`config.mk`:
```
export PLATFORM = sky130hd
export DESIGN_NAME = fetch_unit
export DESIGN_NICKNAME = d
export VERILOG_FILES = /design/src/rtl/fetch_unit.sv
export SDC_FILE = /design/constraint.sdc
export NUM_CORES = 1
export LEC_CHECK = 0
export CORE_UTILIZATION = 50
export CTS_CLUSTER_SIZE = 16
export DETAILED_ROUTE_END_ITERATION = 7
export GPL_ROUTABILITY_DRIVEN = 0
export PLACE_DENSITY = 0.81
export SYNTH_ARGS = -nofsm -noshare
export SYNTH_HDL_FRONTEND = slang
export SYNTH_SLANG_ARGS = --single-unit
```
`constraint.sdc`:
```
create_clock -name clk -period 4.9 [get_ports clk]
set_input_delay 0.49 -clock clk [delete_from_list [all_inputs] [get_ports clk]]
set_output_delay 0.49 -clock clk [all_outputs]
set_load 0.03 [all_outputs]
```
`src/rtl/fetch_unit.sv`:
```
// fetch_unit: PC sequencer issuing fixed-latency instruction reads into a 2-entry {pc, inst} FIFO.
module fetch_unit #(
  parameter logic [31:0] RESET_PC = 32'h0000_0000
) (
  input  logic        clk,
  input  logic        rst_n,
  output logic        imem_req,
  output logic [31:0] imem_addr,
  input  logic [31:0] imem_rdata,
  input  logic        redirect,
  input  logic [31:0] redirect_pc,
  output logic        inst_valid,
  input  logic        inst_ready,
  output logic [31:0] inst_out,
  output logic [31:0] pc_out,
  output logic [6:0]  opcode,
  output logic [2:0]  funct3,
  output logic [6:0]  funct7
);
  logic [31:0]      pc_q, ipc_q;
  logic [1:0]       cnt_q, cnt_d, widx;
  logic             infl_q, pop;
  logic [2:0]       occ;
  logic [1:0][63:0] ent_q, ent_d;
  assign pop        = inst_valid & inst_ready;
  // Slots promised to the FIFO once this cycle's pop and the in-flight response settle
  assign occ        = {1'b0, cnt_q} + {2'b00, infl_q} - {2'b00, pop};
  assign imem_req   = rst_n & ~redirect & (occ < 3'd2);
  assign imem_addr  = pc_q;
  assign inst_valid = rst_n & (cnt_q != 2'd0);
  assign inst_out   = inst_valid ? ent_q[0][31:0] : 32'h0000_0013;
  assign pc_out     = inst_valid ? ent_q[0][63:32] : 32'h0;
  assign opcode     = inst_out[6:0];
  assign funct3     = inst_out[14:12];
  assign funct7     = inst_out[31:25];
  always_comb begin
    widx     = cnt_q - {1'b0, pop};
    ent_d[0] = pop ? ent_q[1] : ent_q[0];
    ent_d[1] = ent_q[1];
    if (infl_q && widx == 2'd0) ent_d[0] = {ipc_q, imem_rdata};
    if (infl_q && widx == 2'd1) ent_d[1] = {ipc_q, imem_rdata};
    cnt_d    = widx + {1'b0, infl_q};
  end
  always_ff @(posedge clk) begin
    if (!rst_n) begin
      pc_q   <= RESET_PC;
      cnt_q  <= 2'd0;
      infl_q <= 1'b0;
    end else begin
      infl_q <= imem_req;
      pc_q   <= redirect ? {redirect_pc[31:2], 2'b00} : imem_req ? pc_q + 32'd4 : pc_q;
      cnt_q  <= redirect ? 2'd0 : cnt_d;
    end
  end
  always_ff @(posedge clk) begin
    ent_q <= ent_d;
    if (imem_req) ipc_q <= pc_q;
  end
endmodule
```
* Yosys cells after proc, flatten, opt, wreduce, memory -nomap -nowiden *
Index checks and enable logic that the tools add are counted.
Widths: inputs -> output; s select.

word-level totals
  word-level logic and storage cells = 33
  flip-flop bits (word level) = 195
  output and inout port bits = 115

operators by class
  $add $sub $neg = 5
  equality and inequality tests = 1
  reductions and logical operators = 7
  magnitude comparators = 1
  bitwise logic cells = 6
  muxes and demuxes = 6

operators with widths
  operator               number
  $mux 32                4
  $mux 64                2
  $add 32x3->32 const B  1
  $reduce_bool 2->1      3
  $and 1x1->1            4
  $add 2x1->3            1
  $lt 3x2->1 const B     1
  $sub 3x1->3            1
  $add 2x1->2            1
  $eq 2x1->1 const B     1
  $logic_and 1x1->1      2
  $logic_not 2->1        1
  $not 1->1              2
  $reduce_or 2->1        1
  $sub 2x1->2            1

* Logic depth before layout (Yosys ltp) *
  depth after elaboration = 8
  gate-level depth with buffers = 13
  mapped depth without buffers = 12

* Worst setup path after synthesis *
OpenSTA, ideal clock, no wires.

  path type = input-to-reg
  from = input rst_n
  to = register pc_q[20], in the netlist imem_addr[20]
  cell stages on the path = 12
  data required time = 4.827 ns
  slack = 0.947 ns
  arrival = 3.880 ns
  library setup time = 0.073 ns
  cell sequence = clkinv_1 nor2_1 nand2_1 nor2_1 o21ai_0 fa_1 xnor2_1 nand3_1 inv_1 clkbuf_1 o21ai_0 a21oi_1

between the ends
  longest elaborated chain between the ends = 6
  elaborated cells on any way between the ends = 7
  classes of those cells = 1 x add/sub; 1 x order compare; 4 x bitwise; 1 x reduce/logical

ends and longest elaborated chain
  item                           line  source
  from (decl)                    6     input logic rst_n,
  $and 1x1->1                    30    assign inst_valid = rst_n & (cnt_q != 2'd0);
  $and 1x1->1                    25    assign pop = inst_valid & inst_ready;
  $sub 3x1->3                    27    assign occ = {1'b0, cnt_q} + {2'b00, infl_q} - {2'b00, pop};
  $lt 3x2->1                     28    assign imem_req = rst_n & ~redirect & (occ < 3'd2);
  $and 1x1->1 *                  28
  net imem_req                   7     output logic imem_req,
  $reduce_bool 2->1 (no line) *  -
  to (signal assigned)           51    pc_q <= redirect ? {redirect_pc[31:2], 2'b00} : imem_req ? pc_q + 32'd4 : pc_q;
  to (decl)                      20    logic [31:0] pc_q, ipc_q;

The timed path passes the listed nets; every way through them passes the cells marked *.
A chain may end at the register's enable or synchronous reset.

* Worst setup path in the final report *
  from = input rst_n
  to = output imem_req

between the ends
  longest elaborated chain between the ends = 5
  elaborated cells on any way between the ends = 6
  classes of those cells = 1 x add/sub; 1 x order compare; 4 x bitwise

ends and longest elaborated chain
  item           line
  $and 1x1->1    30
  $and 1x1->1    25
  $sub 3x1->3    27
  $lt 3x2->1     28
  $and 1x1->1 *  28
  to (decl)      7

Mark *: on every way between the ends. The rest lies on a longest branch, timed or not.

==> flow_summary.toml <==
[run_status]
status = "finished clean"

[final_layout]
syn_to_final_growth_pct = 31.04
diodes = 0
nets = 797
drive_above_1_share_pct = 15.31
fin_util_pct = 67.63

[critical_path]
cp.arrival_ns = 3.05
required_ns = 4.41
crit_buf_inv = 4
end_kind = "output pin"
max_stage_delay_ns = 0.50
cp_max_fo = 23
critPathTopFamily = "buffers and inverters"
crit_type = "primary input to output pin"
cp_cell_sequence = "clkdlybuf4s50_1 -> clkinv_1 -> nor2_4 -> nand2_1 -> nor2_1 -> o21ai_0 -> fa_1 -> xnor2_1 -> nand3_1 -> inv_2 -> buf_4"
crit_slowest_cell = "clkdlybuf4s50_1"
startpoint_type = "primary input"

[floorplanning]
fp-row-count = 45
dieArea_um2 = 16320
die_w_um = 127.7
coreArea_um2 = 15310
boundaryPins = 183
initial_utilization_pct = 51.61
die_y_um = 127.7

[synth]
syn_area_um2 = 7904
syn_area_per_cell_um2 = 13.92
synth-warning-count = 0
synthCells = 568
synth.distinct_cells = 46
synth_edf_count = 154
synth_flop_cell = "edfxtp_1"
ys_ff_latch = 187
ys_seq_area_share_pct = 66.87
async_flop_share_pct = 0

[power]
seq_power_share_pct = 52.0
comb_power_share_pct = 10.7
power.internal_mw = 2.752
p_leak_nw = 3.476
switching_share_pct = 23.33
p_per_area_nw_per_um2 = 346.6
p_sw_mw = 0.8378
power.share.clock_pct = 37.3
vdd_drop_max_v = 0.0002319

[routing]
routedWlPerCell_um = 16.66
final_antenna_net_count = 0
vias_per_cell = 5.435
vias = 5158
drc = 0
routed_wl_mm = 15.81
drtIter0Drc = 374
dr.pass1.iters = 4

[sta]
fin_skew_ns = 0.01123
slew-limit-headroom_pct = 26.45
fmax_mhz = 282.8
fin_crit_ns = 3.536
rsz0062_at_grt = "false"
fin_crit_sh_pct = 72.16
fin_setup_tns_ns = 0
hold_violations = 0
slew_viol_final = 0
setup_viol = 0
tightest_slew_ns = 1.093

[grt]
grt_start_max_net_pins = 63
grt_usage_pct = 20.03
antenna_found_initial = 0
grt_pass1_vias = 4988
grt_pass1_wl_mm = 25.04
overflow = 0

[placement]
dp.final_hpwl_mm = 10.50
io_buffers = 176

[cts]
clk_latency_ns = 0.43
cts-hold-fix-buffers = 0
ctsLongestPathBuffers = 2
cts-resized-gates = 0
htreeDepth = 4
cts_made_buffers = 17
cts.reportedPaths.clkPinSlew_ns = 0.06
cts_tree = "yes"
cts_sinks = 187
root_buffer = "clkbuf_16"
cts_setup_buffers = 0

[run]
drv_cap = 0

[hold_path]
min_path_type = "flop to flop"
==> cell usage in the layout (no fill, tap or decap), drive strengths merged, types with 2 or more instances in the layout <==
master,instances
clkbuf,20
o22ai,12
mux2,64
clkinvlp,5
and3,6
a32oi,2
nor4,10
xor2,5
a31oi,3
nor2,13
o31a,2
a2bb2oi,14
bufinv,2
clkdlybuf4s50,175
inv,14
ha,3
nand3,14
and2,63
clkinv,2
or3,4
buf,9
or4,4
conb,4
nand2,28
nor3,10
dfxtp,33
a21oi,24
o311ai,2
o21ai,11
edfxtp,154
xnor2,10
nand4,8
==> sequential cells by signal (all words and copies together), names as in the netlist <==
register and count:
cnt_q 2, ent_q 124, imem_addr 30, infl_q 1
ipc_q 30
==> area by class of cell <==
class	instances	area, um^2
inverters	11	41.29
flip-flops and latches	187	5285
repair buffers	184	1844
clock buffers	20	436.7
clock inverters	12	141.4
well taps	211	264.0
fillers	1095	4957
multi-input cells	324	2345
==> routing by layer <==
metal  track usage, %  part of all wire [%]  vias to the layer above
li1                 -                     -                     2415
met1            26.13                    43                     2491
met2            32.45                    49                      237
met3            5.008                   7.5                       15
met4            7.612                  0.97                        0
met5                0                     0                        -
==> synthesized netlist by cell type (4+ instances only) <==
cell / instances / share of area (%)
inv_1: 10 / 0.47
edfxtp_1: 154 / 59
dfxtp_1: 33 / 8.4
o22ai_1: 12 / 0.95
a21oi_1: 23 / 1.5
xor2_1: 5 / 0.55
nand2_1: 28 / 1.3
xnor2_1: 10 / 1.1
nor2_1: 13 / 0.62
and2_1: 62 / 4.9
o21ai_0: 10 / 0.63
nand3_1: 13 / 0.82
clkbuf_1: 24 / 1.1
a2bb2oi_1: 13 / 1.4
or3_1: 4 / 0.32
and3_1: 6 / 0.47
nor3_1: 10 / 0.63
buf_4: 22 / 2.1
nor4_1: 9 / 0.71
mux2_2: 64 / 9.1
nand4_1: 8 / 0.63
==> path summary, 6_finish.rpt <==
path / start / endpoint / slack, ns / depth (start not counted)
setup / recovery: rst_n / imem_req / 1.36 / 11
hold reg to reg: ipc_q[30]$_DFFE_PP_ / ent_q[126]$_DFFE_PP_ / 0.44 / 0
setup reg to reg: cnt_q[1]$_SDFF_PN0_ / imem_addr[29]$_SDFFE_PN0P_ / 1.77 / 12
hold / removal: ipc_q[30]$_DFFE_PP_ / ent_q[126]$_DFFE_PP_ / 0.44 / 0
==> power groups by stage <==
stage	clock network [mW]	logic [mW]	registers, mW
2_1_floorplan	0	0.195	1.92
3_3_place_gp	0	0.377	1.89
3_5_place_dp	0	0.386	1.90
4_1_cts	1.36	0.388	1.87
5_1_grt	1.42	0.411	1.88
6_report	1.34	0.386	1.87
==> cells by family after synthesis <==
| group | share of synthesized area [%] |
|---|---|
| xor gates and xnor gates | 1.662 |
| other | 0.04745 |
| and+or+nand+nor | 11.51 |
| DFF | 66.87 |
| adders and majority gates | 0.7283 |
| AOI/OAI and AO/OA | 6.158 |
| buffers and inverters | 3.910 |
| muxes | 9.118 |
==> worst reg2reg max path: stages, from the launching register on <==
cell and delay, ns:
dfxtp_1 0.44, nor2_1 0.15, nor2_4 0.11, nand2_1 0.12, nor2_1 0.19, o21ai_0 0.15, fa_1 0.39, xnor2_1 0.17
nand3_1 0.14, inv_2 0.37, buf_4 0.42, a2bb2oi_1 0.25, o22ai_1 0.10
==> metrics by stage <==
step / cells / total power, mW / worst slack (ns) / hold WS, ns / instance area (um^2)
2_1_floorplan: 571 / 2.115 / 0.9472 / 0.4222 / 7915
3_3_place_gp: 917 / 2.272 / 1.348 / 0.4309 / 9779
3_5_place_dp: 917 / 2.287 / 1.158 / 0.4330 / 9779
4_1_cts: 949 / 3.617 / 1.320 / 0.4432 / 10360
5_1_grt: 949 / 3.704 / 1.115 / 0.4568 / 10360
6_report: 949 / 3.590 / 1.364 / 0.4431 / 10360
Note: power is estimated with default switching activity, not from simulation.
